[src/rtl/wb_stage_if.sv]
// Writeback stage bundle: W-stage inputs from MEM/WB and the stage's results.
// master drives the W-stage slot, slave is the writeback stage itself.
interface wb_stage_if #(
    parameter int CNT_W = 32
);
    logic             validW;
    logic             multu_enW;
    logic             jr_selW;
    logic [2:0]       super_selW;
    logic             dm2regW;
    logic             jumpW;
    logic             jal_selW;
    logic             we_regW;
    logic [31:0]      pc_plus_4W;
    logic [31:0]      alu_paW;
    logic [63:0]      alu_outW;
    logic [31:0]      rd_dmW;
    logic [31:0]      shiftyW;
    logic [31:0]      jtaW;
    logic [4:0]       rf_waW;
    logic [31:0]      wd_rf;
    logic [4:0]       wa_rf;
    logic             we_rf;
    logic [31:0]      HI_q;
    logic [31:0]      LO_q;
    logic             pc_redirect;
    logic [31:0]      pc_target;
    logic             byp_valid;
    logic [4:0]       byp_wa;
    logic [31:0]      byp_wd;
    logic [CNT_W-1:0] retired;

    modport master (
        output validW, multu_enW, jr_selW, super_selW, dm2regW,
        output jumpW, jal_selW, we_regW, pc_plus_4W, alu_paW,
        output alu_outW, rd_dmW, shiftyW, jtaW, rf_waW,
        input  wd_rf, wa_rf, we_rf, HI_q, LO_q,
        input  pc_redirect, pc_target,
        input  byp_valid, byp_wa, byp_wd, retired
    );

    modport slave (
        input  validW, multu_enW, jr_selW, super_selW, dm2regW,
        input  jumpW, jal_selW, we_regW, pc_plus_4W, alu_paW,
        input  alu_outW, rd_dmW, shiftyW, jtaW, rf_waW,
        output wd_rf, wa_rf, we_rf, HI_q, LO_q,
        output pc_redirect, pc_target,
        output byp_valid, byp_wa, byp_wd, retired
    );
endinterface

[src/rtl/wb_stage.sv]
// MIPS writeback stage: result select, RF write port, HI/LO, late
// jump redirect, registered bypass copy and retired-instruction counter.
module wb_stage #(
    parameter int RA_REG = 31,
    parameter int CNT_W  = 32
) (
    input  logic        clk,
    input  logic        rst,
    wb_stage_if.slave   bus
);
    logic [31:0]      hi_q;
    logic [31:0]      lo_q;
    logic [31:0]      res;
    logic [31:0]      wd;
    logic [4:0]       wa;
    logic             we;
    logic             byp_v_q;
    logic [4:0]       byp_wa_q;
    logic [31:0]      byp_wd_q;
    logic [CNT_W-1:0] cnt_q;

    always_comb begin
        res = '0;
        unique case (bus.super_selW)
            3'b000:  res = bus.dm2regW ? bus.rd_dmW : bus.alu_outW[31:0];
            3'b001:  res = hi_q;
            3'b010:  res = lo_q;
            3'b011:  res = bus.shiftyW;
            3'b100:  res = bus.pc_plus_4W;
            default: res = '0;
        endcase
    end

    // jal overrides both data and address; $0 is never written
    assign wd = bus.jal_selW ? bus.pc_plus_4W : res;
    assign wa = bus.jal_selW ? 5'(RA_REG) : bus.rf_waW;
    assign we = bus.validW & (bus.we_regW | bus.jal_selW) & (wa != 5'd0);

    assign bus.wd_rf = wd;
    assign bus.wa_rf = wa;
    assign bus.we_rf = we;

    assign bus.pc_redirect = bus.validW & (bus.jumpW | bus.jr_selW);
    assign bus.pc_target   = bus.jr_selW ? bus.alu_paW : bus.jtaW;

    always_ff @(posedge clk) begin
        if (rst) begin
            hi_q     <= '0;
            lo_q     <= '0;
            byp_v_q  <= 1'b0;
            byp_wa_q <= '0;
            byp_wd_q <= '0;
            cnt_q    <= '0;
        end else begin
            if (bus.validW && bus.multu_enW) begin
                hi_q <= bus.alu_outW[63:32];
                lo_q <= bus.alu_outW[31:0];
            end
            byp_v_q  <= we;
            byp_wa_q <= wa;
            byp_wd_q <= wd;
            if (bus.validW)
                cnt_q <= cnt_q + 1'b1;
        end
    end

    assign bus.HI_q      = hi_q;
    assign bus.LO_q      = lo_q;
    assign bus.byp_valid = byp_v_q;
    assign bus.byp_wa    = byp_wa_q;
    assign bus.byp_wd    = byp_wd_q;
    assign bus.retired   = cnt_q;
endmodule

[src/flat_wrapper.sv]
// flat-port wrapper written by rule: the top's interface ports become plain ports
module wb_stage_flat 
#(
    parameter int RA_REG = 31,
    parameter int CNT_W  = 32
)
  (clk, rst, bus_validW, bus_multu_enW, bus_jr_selW, bus_super_selW, bus_dm2regW, bus_jumpW, bus_jal_selW, bus_we_regW, bus_pc_plus_4W, bus_alu_paW, bus_alu_outW, bus_rd_dmW, bus_shiftyW, bus_jtaW, bus_rf_waW, bus_wd_rf, bus_wa_rf, bus_we_rf, bus_HI_q, bus_LO_q, bus_pc_redirect, bus_pc_target, bus_byp_valid, bus_byp_wa, bus_byp_wd, bus_retired);
  wb_stage_if #(.CNT_W(CNT_W)) bus_i ();
  input  logic clk;
  input  logic rst;
  input wire logic [$bits(bus_i.validW)-1:0] bus_validW;
  input wire logic [$bits(bus_i.multu_enW)-1:0] bus_multu_enW;
  input wire logic [$bits(bus_i.jr_selW)-1:0] bus_jr_selW;
  input wire logic [$bits(bus_i.super_selW)-1:0] bus_super_selW;
  input wire logic [$bits(bus_i.dm2regW)-1:0] bus_dm2regW;
  input wire logic [$bits(bus_i.jumpW)-1:0] bus_jumpW;
  input wire logic [$bits(bus_i.jal_selW)-1:0] bus_jal_selW;
  input wire logic [$bits(bus_i.we_regW)-1:0] bus_we_regW;
  input wire logic [$bits(bus_i.pc_plus_4W)-1:0] bus_pc_plus_4W;
  input wire logic [$bits(bus_i.alu_paW)-1:0] bus_alu_paW;
  input wire logic [$bits(bus_i.alu_outW)-1:0] bus_alu_outW;
  input wire logic [$bits(bus_i.rd_dmW)-1:0] bus_rd_dmW;
  input wire logic [$bits(bus_i.shiftyW)-1:0] bus_shiftyW;
  input wire logic [$bits(bus_i.jtaW)-1:0] bus_jtaW;
  input wire logic [$bits(bus_i.rf_waW)-1:0] bus_rf_waW;
  output wire logic [$bits(bus_i.wd_rf)-1:0] bus_wd_rf;
  output wire logic [$bits(bus_i.wa_rf)-1:0] bus_wa_rf;
  output wire logic [$bits(bus_i.we_rf)-1:0] bus_we_rf;
  output wire logic [$bits(bus_i.HI_q)-1:0] bus_HI_q;
  output wire logic [$bits(bus_i.LO_q)-1:0] bus_LO_q;
  output wire logic [$bits(bus_i.pc_redirect)-1:0] bus_pc_redirect;
  output wire logic [$bits(bus_i.pc_target)-1:0] bus_pc_target;
  output wire logic [$bits(bus_i.byp_valid)-1:0] bus_byp_valid;
  output wire logic [$bits(bus_i.byp_wa)-1:0] bus_byp_wa;
  output wire logic [$bits(bus_i.byp_wd)-1:0] bus_byp_wd;
  output wire logic [$bits(bus_i.retired)-1:0] bus_retired;
  assign bus_i.validW = bus_validW;
  assign bus_i.multu_enW = bus_multu_enW;
  assign bus_i.jr_selW = bus_jr_selW;
  assign bus_i.super_selW = bus_super_selW;
  assign bus_i.dm2regW = bus_dm2regW;
  assign bus_i.jumpW = bus_jumpW;
  assign bus_i.jal_selW = bus_jal_selW;
  assign bus_i.we_regW = bus_we_regW;
  assign bus_i.pc_plus_4W = bus_pc_plus_4W;
  assign bus_i.alu_paW = bus_alu_paW;
  assign bus_i.alu_outW = bus_alu_outW;
  assign bus_i.rd_dmW = bus_rd_dmW;
  assign bus_i.shiftyW = bus_shiftyW;
  assign bus_i.jtaW = bus_jtaW;
  assign bus_i.rf_waW = bus_rf_waW;
  assign bus_wd_rf = bus_i.wd_rf;
  assign bus_wa_rf = bus_i.wa_rf;
  assign bus_we_rf = bus_i.we_rf;
  assign bus_HI_q = bus_i.HI_q;
  assign bus_LO_q = bus_i.LO_q;
  assign bus_pc_redirect = bus_i.pc_redirect;
  assign bus_pc_target = bus_i.pc_target;
  assign bus_byp_valid = bus_i.byp_valid;
  assign bus_byp_wa = bus_i.byp_wa;
  assign bus_byp_wd = bus_i.byp_wd;
  assign bus_retired = bus_i.retired;
  wb_stage #(.RA_REG(RA_REG), .CNT_W(CNT_W)) u_core (.clk(clk), .rst(rst), .bus(bus_i));
endmodule
[config.mk]
export PLATFORM = sky130hd
export DESIGN_NAME = wb_stage_flat
export DESIGN_NICKNAME = d
export VERILOG_FILES = /design/src/rtl/wb_stage_if.sv /design/src/rtl/wb_stage.sv /design/src/flat_wrapper.sv
export SDC_FILE = /design/constraint.sdc
export NUM_CORES = 1
export LEC_CHECK = 0
export ABC_AREA = 1
export CORE_AREA = 3 3 171 173
export CTS_CLUSTER_DIAMETER = 150
export CTS_CLUSTER_SIZE = 16
export DETAILED_ROUTE_END_ITERATION = 10
export DIE_AREA = 0 0 174 176
export SLEW_MARGIN = 20
export SYNTH_ARGS = -nofsm -noshare
export SYNTH_HDL_FRONTEND = slang
export SYNTH_SLANG_ARGS = --single-unit
[constraint.sdc]
create_clock -name clk -period 1.7 [get_ports clk]
set_input_delay 0.17 -clock clk [delete_from_list [all_inputs] [get_ports clk]]
set_output_delay 0.17 -clock clk [all_outputs]
set_load 0.005 [all_outputs]
Word level (Yosys, flattened, before mapping):

Cells that the tools add are included.

* reductions and logical operators: 3
* equality and inequality tests: 4
* add/sub/neg operators: 1
* bitwise operators: 5
* multiplexer cells: 5

Operators with widths (number)
* one-hot mux 32 bit (5 select lines): 1
* two-way mux 32 bit: 3
* adder 32 x 1 -> 32 bit (second input constant): 1
* == test 3 x 2 -> 1 bit (second input constant): 2
* two-way mux 5 bit: 1
* nonzero test 5 bit: 1
* bitwise AND 1 bit: 3
* == test 3 x 1 -> 1 bit (second input constant): 1
* == test 3 bit (second input constant): 1
* zero test 3 bit: 1
* OR 1 bit: 2
* logical AND 1 bit: 1

* register bits after elaboration: 134
* word-level logic and storage cells: 24
* input bits: 241

Logic depth before layout (Yosys ltp):

Gate-level depths: netlist of the first run.

* word-level depth: 3
* gate-level depth with buffers: 10
* mapped depth without buffers: 9

Least setup slack after synthesis of the first run:

OpenSTA, ideal clock, no wires.

* kind: reg-to-reg
* start point: register u_core.cnt_q[0] (netlist: u_core.bus.retired[0])
* end point: register u_core.cnt_q[22] (netlist: u_core.bus.retired[22])
* setup time: 128 ps
* buffers on the path: 0
* cell stages (with the launch flop): 8
* slack: 360 ps
* period minus slack after synthesis: 1340 ps
* arrival time: 1212 ps
* data required time: 1572 ps
* cell sequence: dfxtp_1 ha_1 nand3_1 nor2_1 nand2_1 nor2_2 xor2_1 nor2_1

* word-level cells in the longest chain between the ends: 1

Ends and longest elaborated chain
* start, declared: RTL line wb_stage.sv:20 `logic [CNT_W-1:0] cnt_q;`
* start signal, assigned: RTL line wb_stage.sv:63 `cnt_q <= cnt_q + 1'b1;`
* adder 32 x 1 -> 32 bit: RTL line wb_stage.sv:63

No other way between the ends.
A chain may end at the register's enable or synchronous reset.

Worst setup path in the final report of the first run:

* start point: input bus_jr_selW
* end point: output bus_pc_target[31]

* word-level cells in the longest chain between the ends: 1

Ends and longest elaborated chain
* start, declared: RTL line flat_wrapper.sv:13 `input wire logic [$bits(bus_i.jr_selW)-1:0] bus_jr_selW;`
* two-way mux 32 bit: RTL line wb_stage.sv:44 `assign bus.pc_target = bus.jr_selW ? bus.alu_paW : bus.jtaW;`
* end, declared: RTL line flat_wrapper.sv:32 `output wire logic [$bits(bus_i.pc_target)-1:0] bus_pc_target;`

No other way between the ends.

==> impl_results.md, run 1 <==
* Average wire per standard cell at 18.85 um
* Initial antenna violation count at 7
* Required time of the critical path at 1.53 ns
* Sinks on Clock Net at 134
* Die area at 30620 sq um
* Num CTS Buffers at 17
* CTS tree: done
* Grt ovf at 0
* Reg2Reg Capture Point: u_core.bus.retired[24]
* Placer Congestion at 0.8894
* Htree depth at 4
* Clk root buf: clkbuf_16
* Nets at 1939
* Final setup vio count at 0
* Starting Density at 27.24%
* Die height at 176 um
* Synth warn at 0
* DP Cell Count at 2040
* Minimum clock period at 1.646 ns
* Final hold slack at 0.1645 ns
* Startpoint types: input port
* Dpl cell area at 12900 sq um
* Post-DP HPWL at 29340 um
* Layout area overhead at 83.52%
* Fin area at 13890 sq um
* EDFF count, synth at 0
* Crit end category: primary output
* First-pass GRT wire length at 59130 um
* DR WL met2 at 19150 um
* Buffers from clock root to sink, at most at 2
* Core area at 27780 sq um
* Syn Area/Cell at 6.162 sq um
* Max layer used: met4
* Worst-margin pin slew at 0.3596 ns
* Initial DRC count at 597
* Detail Route Antenna Nets at 0
* Worst Hold Class: in2reg
* Layout cells sized above 1 at 12.46%
* Post-Synthesis Cells at 1228
* Final std cells w/o fill at 2095
* Hold Path Stages at 3
* Crit-path most repeated cell: nand2_1
* Leakage Power at 6.062 nW
* Crit-path leading delay family: buffers and inverters
* Worst path cell trace: dlygate4sd2_1, inv_2, buf_12, nand2_1, nand2_1, clkdlybuf4s50_1
* Synth Flop Type: dfxtp_1
* R2R Setup Slk at 0.14 ns
* Hold_sp: bus_validW
* Critical path class: in2out
* Drt first pass iters at 5
* DR DRC count at 0
* Max Clk Rate at 607.6 MHz
* Largest stage delay, worst path at 0.49 ns
* Number of max-cap violations at 0
* Number of global-route vias before repair at 9996
* CP max stage cell: clkdlybuf4s50_1
* Power Density at 692.2 nW/um^2
* GRT Overall Usage at 24.82%
* Die X at 174 um
* Async set or reset register ratio after synthesis at 0%
* Routed wl met3 at 3140 um
* Slew Limit Fails at 0
* Crit path buf inv count at 4
* Period utilization at 96.81%
* Synthesized area at 7567 sq um
* Yosys reg bits at 134
* Setup skew after layout at 0.01776 ns
* # port buffers at 445
* Via density at 4.816
* Routed WL at 39500 um
* Io pins at 446
* Slew headroom at 76.03%
* Distinct cells, synth at 29
* Worst VDD drop at 460.0 uV
* Sequential-to-total area share from yosys stat at 35.45%
* Depth of the worst register-to-register path at 8
* Syn Nets at 1470
* WP data arrival at 1.48 ns
* Crit-path max FO at 16
* M1 WL at 16330 um
* Worst r2r src: u_core.bus.retired[0]
* Endpoints failing hold at 0
* Reg clk slew, reported paths at 0.07 ns
* Vias at 10090
* Largest net degree at the start of global routing at 70
* Outcome: finished clean
* Worst-Skew Late Latency at 0.43 ns
* Endpoint, Worst Hold: u_core.bus.retired[0]
* Rows at 61
[where the power goes]
part           leakage (nW)  internal [mW]  switching [mW]
Clock                 0.280           2.14            1.62
Sequential             1.11           3.31           0.112
Combinational          4.67           1.38            1.05
Total                  6.06           6.83            2.79
[flip-flops by register name, indices dropped and copies added, names as in the netlist]
| register | count |
|---|---|
| u_core.bus.LO_q | 32 |
| u_core.bus.byp_valid | 1 |
| u_core.bus.retired | 32 |
| u_core.bus.byp_wd | 32 |
| u_core.bus.HI_q | 32 |
| u_core.bus.byp_wa | 5 |
[logic make-up (layout without fill, tap and decap cells)]
logic type      Yosys count  in the layout  share of synthesized area [%]
compound gates          159            159                          10.57
xor+xnor                  4              4                         0.4630
fa+ha+maj                 1              1                         0.1653
buf+inv                 133            615                          8.036
flops                   134            134                          35.45
other cells               0              7                              0
simple gates            797            797                          45.32
[worst max path at each step]
stage,end,depth (start not counted),slack (ns),start
finish,bus_pc_target[31],6,0.05,bus_jr_selW
global route,u_core.bus.retired[24],8,-0.03,u_core.bus.retired[0]
CTS,bus_wd_rf[27],8,-0.19,bus_super_selW[2]
detailed placement,bus_wd_rf[27],10,-0.44,bus_dm2regW
global placement,bus_wd_rf[27],10,-0.43,bus_dm2regW
floorplan,u_core.bus.retired[22],7,0.36,u_core.bus.retired[0]
[metal layers]
metal / vias up / global-route usage (%)
met5: - / 0
met4: 0 / 8.914
met3: 46 / 7.290
met2: 404 / 41.33
met1: 4658 / 30.58
li1: 4981 / -
[cell type report]
type                    count  area, sq um
clock inverters            13        133.9
diodes                      7        17.52
inverters                  48        182.7
repair buffers            535         5517
clock buffers              19        452.9
fillers                  2812        13890
multi-input cells         961         4398
well taps                 378        473.0
flip-flops and latches    134         2713
[worst register-to-register path: cells and delay by family, from the launching register on]
kind                       cells  cell delay, ns
adders and majority gates      1            0.25
and+or+nand+nor                7            0.85
DFF                            1            0.38
[cells in the final DEF, fill, tap and decap left out, drive strengths merged]
master	instances
clkdlybuf4s50	404
nand2	392
nor2	208
dfxtp	134
nand3	119
o21ai	105
buf	96
nand4	73
inv	55
a21oi	52
clkbuf	20
dlygate4sd2	18
dlymetal6s2s	12
diode	7
clkdlybuf4s15	4
nor3	3
clkinvlp	3
xnor2	2
xor2	2
clkinv	2
or2	1
o21a	1
nand3b	1
a31oi	1
ha	1
bufinv	1
[through the flow]
stage                     setup TNS, ns  worst slack [ns]  utilization, %  power [mW]
after global placement           -14.92           -0.4274           46.42       5.839
final                                 0           0.05426           49.99       9.613
after floorplan                       0            0.3601               -       4.220
after CTS                        -1.796           -0.1911           49.25       9.677
after global routing           -0.04817          -0.02597           49.99       10.03
after detailed placement         -15.30           -0.4374           46.42       5.845
[what timing repair did]
| item | 4_1_cts | 5_1_grt |
|---|---|---|
| gates resized for setup | 47 | 66 |
| buffers inserted | 6 | 7 |
| cloned | 4 | 0 |
| hold buffers | 0 | 0 |
| setup endpoints to repair | 64 | 47 |
| pin swaps | 2 | 10 |
[synth_stat cells (2+ instances only)]
cell type | n | area (sq um)
clkbuf_1 | 41 | 153.9
nand2_2 | 4 | 25.02
nor2_2 | 9 | 56.30
nor2_1 | 194 | 728.2
buf_4 | 5 | 37.54
inv_2 | 10 | 37.54
nand3_1 | 117 | 585.6
buf_2 | 30 | 150.1
o21ai_0 | 34 | 170.2
nand4_1 | 73 | 456.7
o21ai_1 | 71 | 355.3
nand3_2 | 2 | 20.02
buf_1 | 2 | 7.510
xnor2_1 | 2 | 17.52
nor3_1 | 3 | 15.01
xor2_1 | 2 | 17.52
buf_6 | 7 | 78.83
inv_1 | 38 | 142.6
nand2_1 | 387 | 1453
dfxtp_1 | 134 | 2683
a21oi_1 | 52 | 260.3
nor2_4 | 4 | 45.04
Note: power is estimated with default switching activity, not from simulation.
==> run 2: changes to the inputs <==
--- a/config.mk
+++ b/config.mk
@@ -15,3 +15,4 @@
 export SYNTH_ARGS = -nofsm -noshare
 export SYNTH_HDL_FRONTEND = slang
 export SYNTH_SLANG_ARGS = --single-unit
+export TNS_END_PERCENT = 20
==> run 2 against run 1 <==
Compared with the run above:
- utilization shrank 0.32 points
- largest power group unchanged
- largest cell class unchanged
- highest routed layer unchanged
- sequential share of layout area increased by 0.11 points
- clock skew about the same
- the run now ends with negative setup slack left
==> impl_results.md, run 2 (same netlist as run 1, synthesis figures left out) <==
* Leakage Power at 6.009 nW
* Met2 Usage GRT at 41.20%
* Dpl cell area at 12900 sq um
* Power Density at 694.9 nW/um^2
* Met3 GRT Util at 7.355%
* Final Core Density at 49.66%
* GR peak layer: met2
* Period utilization at 107.2%
* Vias at 10050
* Routed WL at 39300 um
* Sinks on Clock Net at 134
* GRT Overall Usage at 24.73%
* Slew headroom at 76.38%
* Initial antenna violation count at 7
* Core area at 27780 sq um
* Unrepaired setup endpoints after global routing: true
* Average wire per standard cell at 18.79 um
* Max Clk Rate at 548.6 MHz
* Worst r2r src: u_core.bus.retired[0]
* Rows at 61
* Post-DP HPWL at 29340 um
* Required time of the critical path at 1.53 ns
* Drt first pass iters at 6
* Layout cells sized above 1 at 11.60%
* Worst VDD drop at 457.2 uV
* Number of max-cap violations at 0
* Io pins at 446
* Num CTS Buffers at 17
* Setup TNS at -0.2307 ns
* Fin area at 13800 sq um
* Critical path startpoint: bus_super_selW[2]
* Reg clk slew, reported paths at 0.07 ns
* Fillers at 2833
* # port buffers at 445
* Failing checks: negative setup slack
* Number of global-route vias before repair at 9975
* Layout area overhead at 82.32%
* Htree depth at 4
* Starting Density at 27.24%
* Final hold slack at 0.2511 ns
* Critical path class: in2out
* Setup skew after layout at 0.01747 ns
* Endpoints failing hold at 0
* Via density at 4.803
* Crit-path max FO at 7
* Gate power share at 25.1%
* WP data arrival at 1.65 ns
* Slew Limit Fails at 0
* Nets at 1936
* Clock power share at 39.2%
* CTS tree: done
* Initial DRC count at 603
* Commonest non-fill, non-tap cell in the layout: clkdlybuf4s50_1
* Sequential power share at 35.7%
* Switching power at 2.774 mW
* Worst Hold Class: in2reg
* Grt ovf at 0
* Met1 usage at 30.38%
* Internal power at 6.814 mW
* Placer Congestion at 0.8894
* Startpoint types: input port
* First-pass GRT wire length at 58920 um
* Commonest non-fill, non-tap cells in the layout: clkdlybuf4s50_1, nand2_1, nor2_1
* Minimum clock period at 1.823 ns
* Pre-CTS setup slack at -0.4374 ns
* DR DRC count at 0
* Hold_sp: bus_jal_selW
* Buffers from clock root to sink, at most at 2
* Hold buffers post-CTS at 0
* Worst-Skew Late Latency at 0.42 ns
* Die height at 176 um
* Detail Route Antenna Nets at 0
* Largest net degree at the start of global routing at 70
* Die X at 174 um
* Worst-margin pin slew at 0.3543 ns
* Outcome: complete, but fails checks
* Switch share at 28.93%
* Crit end category: primary output
* Final setup vio count at 2
* Clk root buf: clkbuf_16
* Die area at 30620 sq um
* Fin worst setup slack at -0.1228 ns
[run 2: cell count changes in the layout (fill, tap and decap cells not counted), sizes merged]
cell / previous run / this run
clkdlybuf4s50: 404 / 407
dlygate4sd2: 18 / 21
clkdlybuf4s15: 4 / 1
dlymetal6s2s: 12 / 10
buf: 96 / 92
[run 2: path summary, 6_finish.rpt]
path	to	slack (ns)	cells after the start
min reg2reg	u_core.bus.HI_q[8]	0.50	2
max reg2reg	u_core.bus.retired[24]	0.14	8
min	u_core.bus.byp_wd[28]	0.25	4
max	bus_wd_rf[23]	-0.12	9
[run 2: per-stage QoR]
| step | cells | total power [mW] |
|---|---|---|
| after detailed placement | 2040 | 5.845 |
| final | 2092 | 9.588 |
| after global routing | 2092 | 10.01 |
| after CTS | 2079 | 9.664 |
| after global placement | 2040 | 5.839 |
| after floorplan | 1228 | 4.220 |
[run 2: power by group through the flow]
| stage | Combinational, mW | Sequential [mW] | Clock [mW] |
|---|---|---|---|
| 6_report | 2.40 | 3.42 | 3.76 |
| 5_1_grt | 2.59 | 3.44 | 3.98 |
| 4_1_cts | 2.39 | 3.42 | 3.85 |
| 3_5_place_dp | 2.36 | 3.48 | 0 |
| 3_3_place_gp | 2.36 | 3.48 | 0 |
| 2_1_floorplan | 0.746 | 3.47 | 0 |
[run 2: area by class of cell]
cell class / instances / area (sq um) / area share [%]
clock buffer: 19 / 452.9 / 3.283
tap: 378 / 473.0 / 3.428
inverter: 48 / 182.7 / 1.324
multi-input combinational: 961 / 4359 / 31.60
sequential: 134 / 2710 / 19.64
timing repair buffer: 532 / 5468 / 39.63
antenna: 7 / 17.52 / 0.1270
clock inverter: 13 / 133.9 / 0.9703
[run 2: metal layers]
| metal | share of wire, % | routed length (um) |
|---|---|---|
| met4 | 2.0 | 798 |
| met1 | 41 | 16290 |
| met5 | 0 | 0 |
| met3 | 7.6 | 3002 |
| met2 | 49 | 19210 |
[run 2: worst max-delay path, stage by stage]
cell             delay [ns]
buf_4                  0.16
nor2_4                 0.20
buf_6                  0.14
buf_16                 0.13
nand3_2                0.10
nand3_1                0.12
o21ai_2                0.07
nand2_1                0.07
clkdlybuf4s50_1        0.49
[run 2: repair_timing]
item	CTS	global route
setup buffers	5	6
setup endpoints to repair	64	33
gates cloned	3	0
endpoints found under the hold margin	0	0
pin swaps	2	4
gates resized for setup	45	46
==> RTL change 1: new RTL, flow settings as in run 2 <==
Reset style: asynchronous (`rst`), changed in one clocked block.
--- a/src/rtl/wb_stage.sv
+++ b/src/rtl/wb_stage.sv
@@ -43,7 +43,7 @@
     assign bus.pc_redirect = bus.validW & (bus.jumpW | bus.jr_selW);
     assign bus.pc_target   = bus.jr_selW ? bus.alu_paW : bus.jtaW;
 
-    always_ff @(posedge clk) begin
+    always_ff @(posedge clk or posedge rst) begin
         if (rst) begin
             hi_q     <= '0;
             lo_q     <= '0;
Behaviour: differs if rst is asserted again (counterexample within 4 cycles, from zero or initial values and one cycle with rst high); with rst held inactive, the same outputs for 10 cycles.
==> RTL change 1 against run 2 <==
  * Routed wire length is 12% lower
  * Utilization increased by 1.1 points
  * Synthesized area fell by 0.96%
  * Setup slack improved by 0.15 ns
  * Via count is 10% lower
  * Design area is 2.2% higher
  * First-iteration DRC count decreased by 0.66%
  * Sequential cell count stayed put
  * Synthesized cell count shrank 15%
  * Register-to-register slack worse by 0.06 ns
  * Combinational power up 34%
  * Cell count is 6.2% lower
  * Total power rose by 18%
  * Critical endpoint is now bus_wd_rf[28]
  * Largest power group unchanged
==> RTL change 1: results (changes against run 2) <==
status complete, no violations; Global Route Usage Sum 22.0% (-2.7 points); Mapped Cells 1,041 (-15%); met3 routed WL 2960 um (-1.6%); met1 Use GR 24.8% (-5.6 points); Pleak 0.00664 uW (+11%); cells on worst reg2reg path 12 (+4); xor-xnor portion of the synthesized cell area 2.34% (+1.9 points); CTS resizes 160 (+260%); CP Capture Point bus_wd_rf[28]; Critical Path AT 1.51 ns (-0.14 ns); async set-reset flop share out of synthesis 100% (+100 points); met2 routed WL 17,400 um (-9.4%); synth top area cells dfrtp_1 45%, nand2_1 21%, nand3_1 4.9%; post-synthesis compound-gate area fraction 7.55% (-3.0 points); number of distinct library cells after synthesis 30 (+3.4%); Routability Congestion 0.869 (-2.3%); Hold Path Stages 2 (-2); TritonRoute pass-1 iters 5 (-1); n_diodes 0 (-7); maximum vdd ir drop 0.514 mV (+12%); placed cells 1,897 (-7.0%); hold slack 0.0879 ns (-0.163 ns); vias in the first global route 9,165 (-8.1%); Syn Nets 1,283 (-13%); Synth Flop Type dfrtp_1; Critical-path top delay cell nor2_4; Setup crit start bus_super_selW[1]; Rel. slew slack 69.1% (-7.3 points)
RTL change 1: cell types whose count changed after synthesis, sizes merged, moves of 9 or more:
| cell | before | now |
|---|---|---|
| nand4 | 73 | 10 |
| buf | 44 | 35 |
| nor2 | 208 | 93 |
| a21oi | 52 | 70 |
| o21ai | 105 | 40 |
| nand3 | 119 | 73 |
| dfxtp | 134 | 0 |
| nand2 | 392 | 413 |
| dfrtp | 0 | 134 |
| mux2 | 0 | 32 |
| inv | 48 | 87 |
| clkbuf | 41 | 16 |
RTL change 1: final cells by class:
| type | count | area [sq um] |
|---|---|---|
| clock buffers | 17 | 425 |
| clock inverters | 13 | 220 |
| fillers | 2718 | 13700 |
| inverters | 89 | 343 |
| multi-input cells | 767 | 3770 |
| flip-flops and latches | 134 | 3360 |
| well taps | 378 | 473 |
| repair buffers | 564 | 5510 |
RTL change 1: report_power, final:
part,switching [uW],leakage [uW],internal (uW)
clock,1560,0.000315,2620
sequential,309,0.00163,3560
combinational,1300,0.00469,1920
total,3170,0.00664,8100
==> RTL change 2: new RTL, config.mk and constraints of run 2 <==
Made on the original files. `CNT_W` is set to 32 in 3 places; all go to 64.
--- a/src/rtl/wb_stage_if.sv
+++ b/src/rtl/wb_stage_if.sv
@@ -1,7 +1,7 @@
 // Writeback stage bundle: W-stage inputs from MEM/WB and the stage's results.
 // master drives the W-stage slot, slave is the writeback stage itself.
 interface wb_stage_if #(
-    parameter int CNT_W = 32
+    parameter int CNT_W = 64
 );
     logic             validW;
     logic             multu_enW;
--- a/src/rtl/wb_stage.sv
+++ b/src/rtl/wb_stage.sv
@@ -2,7 +2,7 @@
 // jump redirect, registered bypass copy and retired-instruction counter.
 module wb_stage #(
     parameter int RA_REG = 31,
-    parameter int CNT_W  = 32
+    parameter int CNT_W  = 64
 ) (
     input  logic        clk,
     input  logic        rst,
--- a/src/flat_wrapper.sv
+++ b/src/flat_wrapper.sv
@@ -2,7 +2,7 @@
 module wb_stage_flat 
 #(
     parameter int RA_REG = 31,
-    parameter int CNT_W  = 32
+    parameter int CNT_W  = 64
 )
   (clk, rst, bus_validW, bus_multu_enW, bus_jr_selW, bus_super_selW, bus_dm2regW, bus_jumpW, bus_jal_selW, bus_we_regW, bus_pc_plus_4W, bus_alu_paW, bus_alu_outW, bus_rd_dmW, bus_shiftyW, bus_jtaW, bus_rf_waW, bus_wd_rf, bus_wa_rf, bus_we_rf, bus_HI_q, bus_LO_q, bus_pc_redirect, bus_pc_target, bus_byp_valid, bus_byp_wa, bus_byp_wd, bus_retired);
   wb_stage_if #(.CNT_W(CNT_W)) bus_i ();
Ports: changed (resized bus_retired); port bits go from 446 to 478. The function was not compared with the original's and may differ.
==> RTL change 2 against run 2 <==
  * The run still ends with setup timing left
  * Total power grew 11%
  * Synthesized area grew 23%
  * Design area grew 23%
  * Register-to-register slack lost 0.11 ns
  * Worst hold slack lost 0.13 ns
  * Largest cell class unchanged
  * Setup slack gained 0.10 ns
  * Sequential cell count grew 32
  * Routed wire length grew 29%
==> RTL change 2: results (changes against run 2) <==
placed cells 2,515 (+23%); Non-clock buffers, area share 38.7% (-0.96 points); Placed Instance Area 15,700 sq um (+22%); PD cells 631 nW/um^2 (-9.2%); worst slew pin tran 0.416 ns (+0.0618 ns); drt total wl 50,500 um (+29%); number of distinct library cells after synthesis 36 (+24%); GR Layer Usage met2 57.2% (+16 points); n_diodes 6 (-1); Mapped Cells 1,556 (+27%); clock latency on the worst-skew pair 0.44 ns (+0.02 ns); Highest Signal Layer met5; number of synthesized register bits 166 (+24%); initial detailed-routing violation count 995 (+65%); post-synthesis sequential area ratio 35.7% (+0.22 points); global-route wire length before repair 73,800 um (+25%); Max FO, Critical Path 3 (-4); Final clock-cell share 3.48% (-0.77 points); Plain + repair buffers 680 (+28%); failing checks setup timing; status finished with violations; multi-input combinational area share 32.4% (+0.82 points); share of cells above drive strength 1 18.2% (+6.6 points); Buffers on Ports 477 (+7.2%); setup TNS -0.0247 ns (+0.206 ns); Setup Viol. Count Final 2 (unchanged); DP HPWL 39,400 um (+34%); CP Capture Point bus_wd_rf[20]; Reg-to-Reg End u_core.bus.retired[52]$_SDFFE_PP0P_; largest net degree at the start of global routing 59 (-16%); clock buffers 17 (-2); R2R Setup Slk 0.03 ns (-0.11 ns); power in the clock group 4070 uW (+8.2%); Multi-In Gates 1,205 (+25%); Routability Congestion 0.943 (+6.0%); Syn Nets 1,798 (+22%); met1 wire length 19,800 um (+22%); DP Worst Slack -0.671 ns (-0.234 ns); TritonRoute pass-1 iters 5 (-1); Register Area 3370 sq um (+24%); post-route setup slack -0.0197 ns (+0.103 ns); CTS resizes 173 (+280%); Global Route Usage Sum 31.4% (+6.6 points); synth top area cells dfxtp_1 36%, nand2_1 23%, nor2_1 11%; cells on worst reg2reg path 11 (+3); NumNets Final 2,428 (+25%); Pleak 0.00727 uW (+21%); Critical Path AT 1.55 ns (-0.10 ns); list of most frequent post-synthesis cells 571 x nand2_1, 270 x nor2_1, 166 x dfxtp_1; Non-clk invs 116 (+140%); Cell Int Power 7630 uW (+12%); via count 12.7k (+27%); # Post-CTS Setup Buffers 20 (+15); Routed wire per std cell 19.6 um (+4.2%); met3 routed WL 3480 um (+16%)
-- RTL change 2: cell types whose count changed in the layout (fill, tap and decap cells not counted), moves of 16 or more --
cell,run 2,this run
nand2_1,386,557
o21ai_1,59,21
nand3_1,113,48
nor2_2,6,22
dfxtp_1,112,129
buf_4,57,165
a21oi_1,52,80
nand4_1,73,27
inv_1,37,105
o21ai_0,34,105
nor2_1,194,249
-- RTL change 2: cells by family (layout without fill, tap and decap cells) --
logic type               Yosys count  count (layout)  synth area share [%]
XOR/XNOR                           7               7                 0.658
AND/OR/NAND/NOR                  971             971                  43.1
flip-flops                       166             166                  35.7
AO/OA/AOI/OAI                    226             226                  12.3
buffers and inverters            185             827                  8.10
adder cells (fa/ha/maj)            1               1                 0.134
other                              0               6                     0
-- RTL change 2: critical path, stage by stage --
cell	delay, ns
clkbuf_4	0.14
buf_4	0.12
nor2_4	0.04
buf_12	0.12
buf_4	0.15
buf_4	0.14
nand2_1	0.05
nand3_1	0.10
o21ai_2	0.17
nand2_1	0.07
dlygate4sd2_1	0.26
